## config.mk

```make
export PLATFORM = sky130hd
export DESIGN_NAME = issue_scheduler_flat
export DESIGN_NICKNAME = d
export VERILOG_FILES = /design/src/rtl/issue_scheduler_if.sv /design/src/rtl/issue_scheduler.sv /design/src/flat_wrapper.sv
export SDC_FILE = /design/constraint.sdc
export NUM_CORES = 2
export LEC_CHECK = 0
export CORE_MARGIN = 2
export CORE_UTILIZATION = 35
export CTS_CLUSTER_SIZE = 24
export DETAILED_ROUTE_END_ITERATION = 6
export GPL_ROUTABILITY_DRIVEN = 0
export PLACE_DENSITY = 0.54
export SLEW_MARGIN = 30
export SYNTH_ARGS = -nofsm -noshare
export SYNTH_HDL_FRONTEND = slang
export SYNTH_SLANG_ARGS = --single-unit
```

## constraint.sdc

```tcl
create_clock -name clk -period 10.89 [get_ports clk]
set_input_delay 2.7225 -clock clk [delete_from_list [all_inputs] [get_ports clk]]
set_output_delay 2.7225 -clock clk [all_outputs]
set_load 0.01 [all_outputs]
```

## src/rtl/issue_scheduler_if.sv

```systemverilog
// Dispatch packet type and the dispatch/wakeup/issue bundle that connects
// the issue scheduler to rename/dispatch and register read.
package issue_scheduler_pkg;
    localparam int unsigned PREG_W = 6;
    localparam int unsigned XLEN   = 32;

    typedef struct packed {
        logic [PREG_W-1:0] dst_preg;
        logic [PREG_W-1:0] src1_preg;
        logic [PREG_W-1:0] src2_preg;
        logic [XLEN-1:0]   imm_val;
        logic              instr_valid;
        logic [XLEN-1:0]   pc;
    } disp_packet_t;
endpackage

interface issue_scheduler_if #(
    parameter int unsigned DEPTH      = 8,
    parameter int unsigned WAKE_PORTS = 2
) ();
    import issue_scheduler_pkg::*;

    localparam int unsigned OCC_W = $clog2(DEPTH + 1);

    logic                                flush;
    logic                                disp_valid;
    disp_packet_t                        disp_pkt;
    logic                                disp_src1_rdy;
    logic                                disp_src2_rdy;
    logic                                disp_ready;
    logic [WAKE_PORTS-1:0]               wake_valid;
    logic [WAKE_PORTS-1:0][PREG_W-1:0]   wake_preg;
    logic                                fire_valid;
    disp_packet_t                        sched_pkt;
    logic [OCC_W-1:0]                    occupancy;

    modport master (
        output flush, disp_valid, disp_pkt, disp_src1_rdy, disp_src2_rdy,
        output wake_valid, wake_preg,
        input  disp_ready, fire_valid, sched_pkt, occupancy
    );

    modport slave (
        input  flush, disp_valid, disp_pkt, disp_src1_rdy, disp_src2_rdy,
        input  wake_valid, wake_preg,
        output disp_ready, fire_valid, sched_pkt, occupancy
    );
endinterface

```

## src/rtl/issue_scheduler.sv

```systemverilog
// Out-of-order issue queue: tracks operand readiness via wakeup broadcasts
// and issues the oldest ready entry to register read each cycle.
module issue_scheduler #(
    parameter int unsigned DEPTH      = 8,
    parameter int unsigned PREG_W     = issue_scheduler_pkg::PREG_W,
    parameter int unsigned WAKE_PORTS = 2
) (
    input  logic            clk,
    input  logic            rst,
    issue_scheduler_if.slave bus
);
    localparam int unsigned IDX_W = (DEPTH > 1) ? $clog2(DEPTH) : 1;
    localparam int unsigned OCC_W = $clog2(DEPTH + 1);

    typedef issue_scheduler_pkg::disp_packet_t pkt_t;
    typedef logic [PREG_W-1:0] tag_t;

    logic [DEPTH-1:0] valid_q, valid_d;
    logic [DEPTH-1:0] src1_rdy_q, src1_rdy_d;
    logic [DEPTH-1:0] src2_rdy_q, src2_rdy_d;
    logic [DEPTH-1:0] age_q [DEPTH];
    logic [DEPTH-1:0] age_d [DEPTH];
    pkt_t             pkt_q [DEPTH];
    pkt_t             pkt_d [DEPTH];

    logic             fire_valid_q, fire_valid_d;
    pkt_t             sched_pkt_q, sched_pkt_d;
    logic [OCC_W-1:0] occ_q, occ_d;

    logic [DEPTH-1:0] eligible;
    logic [DEPTH-1:0] winner;
    logic             has_win;
    logic [IDX_W-1:0] win_idx;
    logic [IDX_W-1:0] free_idx;
    tag_t             sel_dst;
    logic             int_wake;
    logic             alloc;

    function automatic logic tag_hit(
        input tag_t                              tag,
        input logic [WAKE_PORTS-1:0]             wv,
        input logic [WAKE_PORTS-1:0][PREG_W-1:0] wp,
        input logic                              iw,
        input tag_t                              idst
    );
        logic hit;
        hit = iw && (tag == idst);
        for (int p = 0; p < int'(WAKE_PORTS); p++) begin
            hit = hit || (wv[p] && (wp[p] == tag));
        end
        return hit;
    endfunction

    // Oldest-ready select: an eligible entry wins when no eligible entry is older.
    always_comb begin
        eligible = valid_q & src1_rdy_q & src2_rdy_q;
        winner   = '0;
        win_idx  = '0;
        for (int i = 0; i < int'(DEPTH); i++) begin
            winner[i] = eligible[i] && ((age_q[i] & eligible) == '0);
            if (winner[i]) win_idx = IDX_W'(i);
        end
        has_win  = |winner;
        sel_dst  = tag_t'(pkt_q[win_idx].dst_preg);
        int_wake = has_win && (sel_dst != '0);
    end

    // Next-state: wakeup, free on fire, allocate, flush.
    always_comb begin
        alloc    = bus.disp_valid && bus.disp_ready && !bus.flush;
        free_idx = '0;
        for (int i = int'(DEPTH) - 1; i >= 0; i--) begin
            if (!valid_q[i]) free_idx = IDX_W'(i);
        end

        valid_d    = valid_q & ~winner;
        src1_rdy_d = src1_rdy_q;
        src2_rdy_d = src2_rdy_q;
        for (int i = 0; i < int'(DEPTH); i++) begin
            pkt_d[i] = pkt_q[i];
            age_d[i] = age_q[i] & ~winner;
            if (valid_q[i]) begin
                src1_rdy_d[i] = src1_rdy_q[i] || tag_hit(tag_t'(pkt_q[i].src1_preg),
                                bus.wake_valid, bus.wake_preg, int_wake, sel_dst);
                src2_rdy_d[i] = src2_rdy_q[i] || tag_hit(tag_t'(pkt_q[i].src2_preg),
                                bus.wake_valid, bus.wake_preg, int_wake, sel_dst);
            end
        end

        // Dispatch sees same-cycle wakeups and the selected producer, so a
        // dependent of the issuing op can be picked on the very next cycle.
        if (alloc) begin
            valid_d[free_idx]    = 1'b1;
            pkt_d[free_idx]      = bus.disp_pkt;
            age_d[free_idx]      = valid_q & ~winner;
            src1_rdy_d[free_idx] = bus.disp_src1_rdy
                || (bus.disp_pkt.src1_preg == '0)
                || tag_hit(tag_t'(bus.disp_pkt.src1_preg), bus.wake_valid,
                           bus.wake_preg, has_win, sel_dst);
            src2_rdy_d[free_idx] = bus.disp_src2_rdy
                || (bus.disp_pkt.src2_preg == '0)
                || tag_hit(tag_t'(bus.disp_pkt.src2_preg), bus.wake_valid,
                           bus.wake_preg, has_win, sel_dst);
        end

        fire_valid_d = has_win;
        sched_pkt_d  = has_win ? pkt_q[win_idx] : sched_pkt_q;

        if (bus.flush) begin
            valid_d      = '0;
            fire_valid_d = 1'b0;
            sched_pkt_d  = sched_pkt_q;
        end

        occ_d = '0;
        for (int i = 0; i < int'(DEPTH); i++) begin
            occ_d = occ_d + OCC_W'(valid_d[i]);
        end
    end

    always_ff @(posedge clk or negedge rst) begin
        if (!rst) begin
            valid_q      <= '0;
            src1_rdy_q   <= '0;
            src2_rdy_q   <= '0;
            fire_valid_q <= 1'b0;
            sched_pkt_q  <= '0;
            occ_q        <= '0;
            for (int i = 0; i < int'(DEPTH); i++) begin
                age_q[i] <= '0;
                pkt_q[i] <= '0;
            end
        end else begin
            valid_q      <= valid_d;
            src1_rdy_q   <= src1_rdy_d;
            src2_rdy_q   <= src2_rdy_d;
            fire_valid_q <= fire_valid_d;
            sched_pkt_q  <= sched_pkt_d;
            occ_q        <= occ_d;
            for (int i = 0; i < int'(DEPTH); i++) begin
                age_q[i] <= age_d[i];
                pkt_q[i] <= pkt_d[i];
            end
        end
    end

    assign bus.disp_ready = ~&valid_q;
    assign bus.fire_valid = fire_valid_q;
    assign bus.sched_pkt  = sched_pkt_q;
    assign bus.occupancy  = occ_q;

endmodule
```

## src/flat_wrapper.sv

```systemverilog
// flat-port wrapper written by rule: the top's interface ports become plain ports
module issue_scheduler_flat 
#(
    parameter int unsigned DEPTH      = 8,
    parameter int unsigned PREG_W     = issue_scheduler_pkg::PREG_W,
    parameter int unsigned WAKE_PORTS = 2
)
  (clk, rst, bus_flush, bus_disp_valid, bus_disp_pkt, bus_disp_src1_rdy, bus_disp_src2_rdy, bus_wake_valid, bus_wake_preg, bus_disp_ready, bus_fire_valid, bus_sched_pkt, bus_occupancy);
  issue_scheduler_if #(.DEPTH(DEPTH), .WAKE_PORTS(WAKE_PORTS)) bus_i ();
  input  logic clk;
  input  logic rst;
  input wire logic [$bits(bus_i.flush)-1:0] bus_flush;
  input wire logic [$bits(bus_i.disp_valid)-1:0] bus_disp_valid;
  input wire logic [$bits(bus_i.disp_pkt)-1:0] bus_disp_pkt;
  input wire logic [$bits(bus_i.disp_src1_rdy)-1:0] bus_disp_src1_rdy;
  input wire logic [$bits(bus_i.disp_src2_rdy)-1:0] bus_disp_src2_rdy;
  input wire logic [$bits(bus_i.wake_valid)-1:0] bus_wake_valid;
  input wire logic [$bits(bus_i.wake_preg)-1:0] bus_wake_preg;
  output wire logic [$bits(bus_i.disp_ready)-1:0] bus_disp_ready;
  output wire logic [$bits(bus_i.fire_valid)-1:0] bus_fire_valid;
  output wire logic [$bits(bus_i.sched_pkt)-1:0] bus_sched_pkt;
  output wire logic [$bits(bus_i.occupancy)-1:0] bus_occupancy;
  assign bus_i.flush = bus_flush;
  assign bus_i.disp_valid = bus_disp_valid;
  assign bus_i.disp_pkt = bus_disp_pkt;
  assign bus_i.disp_src1_rdy = bus_disp_src1_rdy;
  assign bus_i.disp_src2_rdy = bus_disp_src2_rdy;
  assign bus_i.wake_valid = bus_wake_valid;
  assign bus_i.wake_preg = bus_wake_preg;
  assign bus_disp_ready = bus_i.disp_ready;
  assign bus_fire_valid = bus_i.fire_valid;
  assign bus_sched_pkt = bus_i.sched_pkt;
  assign bus_occupancy = bus_i.occupancy;
  issue_scheduler #(.DEPTH(DEPTH), .PREG_W(PREG_W), .WAKE_PORTS(WAKE_PORTS)) u_core (.clk(clk), .rst(rst), .bus(bus_i));
endmodule
```

==> key figures <==
Logic synthesis
  – Most used DFF post-synth: dfrtp_1
  – Yosys warning count: 0
  – Top-count cell post-synth: nand2_1
  – Mapped Nets: 5537
  – Syn avg cell area: 7.87 um^2
  – Fraction of registers with async set/reset: 100%
  – Main area contributors after synthesis: dfrtp_1, nand2_1, xor2_1
  – Post-synth cell types: 70
  – Synth Instances: 5427
  – Number of synthesized flops with an enable pin: 0
  – Yosys top cell by area: dfrtp_1
  – Synthesized cell area: 42700 um^2
  – Seq cells post-synth: 840
  – Most frequent cells after synthesis: nand2_1, dfrtp_1, clkbuf_1, xor2_1, nand3_1
  – Share of the synthesized area in the top cell type: 49.2%
  – Sequential-to-total area share from yosys stat: 49.2%

Pwr
  – Combinational share of power: 12.2%
  – Largest vdd supply drop: 0.000102 V
  – Pint: 5.54 mW
  – Leak: 23.1 nW
  – Psw: 2.07 mW
  – Net Sw Frac: 27.1%
  – Total power draw: 7.61 mW
  – Clock group share of total power: 41.7%
  – Part of the power in registers: 46.0%
  – Pwr per Cell Area: 157 nW/um^2

Clocking
  – Max clock buf depth: 3
  – Post-CTS Hold Buffers: 0
  – Clock transition at path regs: 0.06 ns
  – Num CTS Buffers: 95
  – Skew-Pair Late Insertion Delay: 0.69 ns
  – Resized cells post-CTS: 0
  – CTS sink count: 840
  – Root buffer selected by CTS: clkbuf_16
  – CTS tree: done
  – H-tree depth: 3
  – # Post-CTS Setup Buffers: 0

Timing
  – Slew Viols, Final: 0
  – Post-route setup slack: 4.15 ns
  – Fin Setup TNS: 0 ns
  – Setup-failing EPs final: 0
  – Max Clk Rate: 0.148 GHz
  – Slew HR: 30.1%
  – Slew @ Worst Pin: 1.05 ns
  – Tmin final: 6.74 ns
  – RSZ-0062 raised after global routing: false
  – Final Hold Fails: 0
  – Period utilisation layout: 61.8%
  – Worst Skew: 0.0245 ns

Finish
  – Fin nets: 5375
  – Fraction of layout cells with a size suffix above 1: 5.39%
  – Synth-to-Final Area Change: 13.3%

Global route
  – GRT Total Usage: 23.4%
  – GR Overflow Total: 0
  – Initial antenna violation count: 6
  – First-pass GRT wire length: 229000 um
  – Vias in the first global route: 35648
  – Pin count of the biggest net entering global routing: 170

Min path
  – Hold Path Class: reg -> reg

Critical path
  – CP max stage delay: 0.66 ns
  – Critical path class: in -> reg
  – Worst Setup End Kind: flop
  – Setup crit start kind: input port
  – Most frequent CP cell: fa_1
  – WP data arrival: 7.33 ns
  – Data required, critical path: 11.49 ns
  – Largest fanout on the critical path: 30
  – Slowest-stage cell, CP: clkdlybuf4s50_1
  – Worst-path cell chain: clkdlybuf4s50_1 -> nor2b_1 -> nand2b_1 -> a21oi_1 -> nand2_4 -> a21o_1 -> fa_1 -> inv_1 -> fa_1 -> inv_1 -> fa_1 -> fa_1 -> xnor2_1

Die
  – Site row count: 128
  – Chip width: 353 um
  – Core Area: 121000 um^2
  – # IOs: 192
  – Initial Util: 35.2%
  – Die H: 353 um
  – Die area: 125000 um^2

Route
  – Iteration-0 DRC Markers: 3456
  – DRT Wirelength: 148000 um
  – Drt wl/cell: 21.2 um
  – Final antenna-violating net count: 0
  – Via count: 36539
  – Pre-Repair DR Iteration Count: 5
  – Via density: 5.25
  – DR DRC count: 0

Placement
  – Hpwl dp: 84300 um
  – IO Port Bufs: 191
  – DP Worst Slack: 3.49 ns

Outcome
  – Status: finished, final reports clean

Job
  – Max_cap viols: 0
[state kept, by name, summed over array words and instances (netlist names)]
name                   count
u_core.age_q              64
u_core.bus.fire_valid      1
u_core.bus.occupancy       4
u_core.bus.sched_pkt      83
u_core.pkt_q             664
u_core.src1_rdy_q          8
u_core.src2_rdy_q          8
u_core.valid_q             8
[cells by family (layout without fill, tap and decap cells)]
group	count (synthesis)	in the layout	synth area share (%)
AO/OA/AOI/OAI	455	455	7.29
XOR/XNOR	315	315	6.46
adder cells (fa/ha/maj)	7	7	0.275
buffers and inverters	565	477	5.72
flip-flops	840	840	49.2
multiplexers	13	13	0.316
other	0	1	0
AND/OR/NAND/NOR	3232	3232	30.7
[path summary, 6_finish.rpt]
path	startpoint	endpoint	slack, ns	cells after the start
max in group asynchronous	rst	u_core.bus.sched_pkt[7]$_DFFE_PN0P_	6.91	3
min	u_core.pkt_q[662]$_DFFE_PN0P_	u_core.pkt_q[662]$_DFFE_PN0P_	0.47	2
min reg2reg	u_core.pkt_q[662]$_DFFE_PN0P_	u_core.pkt_q[662]$_DFFE_PN0P_	0.47	2
max reg2reg	u_core.valid_q[2]$_DFF_PN0_	u_core.bus.sched_pkt[76]$_DFFE_PN0P_	4.88	11
min in group asynchronous	rst	u_core.pkt_q[578]$_DFFE_PN0P_	2.06	1
max	bus_flush	u_core.bus.occupancy[2]$_DFF_PN0_	4.15	13
[cell type report]
class | instances | area, um^2
Antenna cell | 1 | 2.50
Clock buffer | 137 | 2800
Clock inverter | 34 | 269
Fill cell | 12527 | 73000
Inverter | 31 | 116
Multi-Input combinational cell | 4022 | 19500
Sequential cell | 840 | 21000
Tap cell | 1625 | 2030
Timing Repair Buffer | 275 | 2680
[power by group through the flow]
stage               Clock, mW  Combinational, mW  Sequential [mW]
floorplan                   0              0.552             3.51
finish                   3.17              0.931             3.50
global placement            0              0.919             3.55
CTS                      3.24              0.937             3.50
detailed placement          0              0.931             3.55
global route             3.37               1.03             3.53
[critical path, delay by kind of cell]
kind | cells | cell delay, ns
AO/OA/AOI/OAI | 2 | 0.68
AND/OR/NAND/NOR | 3 | 1.12
adder cells (fa/ha/maj) | 4 | 1.84
buffers and inverters | 3 | 0.76
XOR/XNOR | 1 | 0.18
[stage by stage]
stage | cell area, um^2 | cells | utilization, % | hold WS, ns
after CTS | 48300 | 6959 | 39.8 | 0.474
final | 48400 | 6965 | 39.9 | 0.471
after global routing | 48400 | 6965 | 39.9 | 0.484
after global placement | 45100 | 6786 | 37.2 | 0.456
after detailed placement | 45200 | 6788 | 37.2 | 0.460
after floorplan | 42700 | 5427 | - | 0.438
[layout by cell type, fill, tap and decap left out, types with 6 or more instances in the layout]
cell / n
nand2_1: 2634
dfrtp_1: 840
clkdlybuf4s50_1: 186
xor2_1: 184
nand3_1: 182
xnor2_1: 131
a21oi_1: 123
nor2_1: 120
clkbuf_16: 97
and3_1: 89
a31oi_1: 83
a311oi_1: 77
nand4_1: 72
buf_4: 68
nor4_1: 54
o21ai_0: 44
inv_1: 31
clkinv_2: 22
clkbuf_8: 22
clkbuf_1: 18
a211oi_1: 17
nor3_1: 17
o21a_1: 13
o2111ai_1: 12
and2_1: 10
or4_1: 10
nor2_4: 9
mux2i_1: 9
o211ai_1: 8
clkinvlp_4: 6
buf_6: 6
[layer usage]
metal	routed length (um)	global-route usage [%]	vias up
met1	65500	32.4	17938
li1	-	-	17014
met5	51	0	-
met2	67500	37.2	1283
met4	4730	8.31	8
met3	9860	3.61	296
Power figures use the tool's default switching activity.
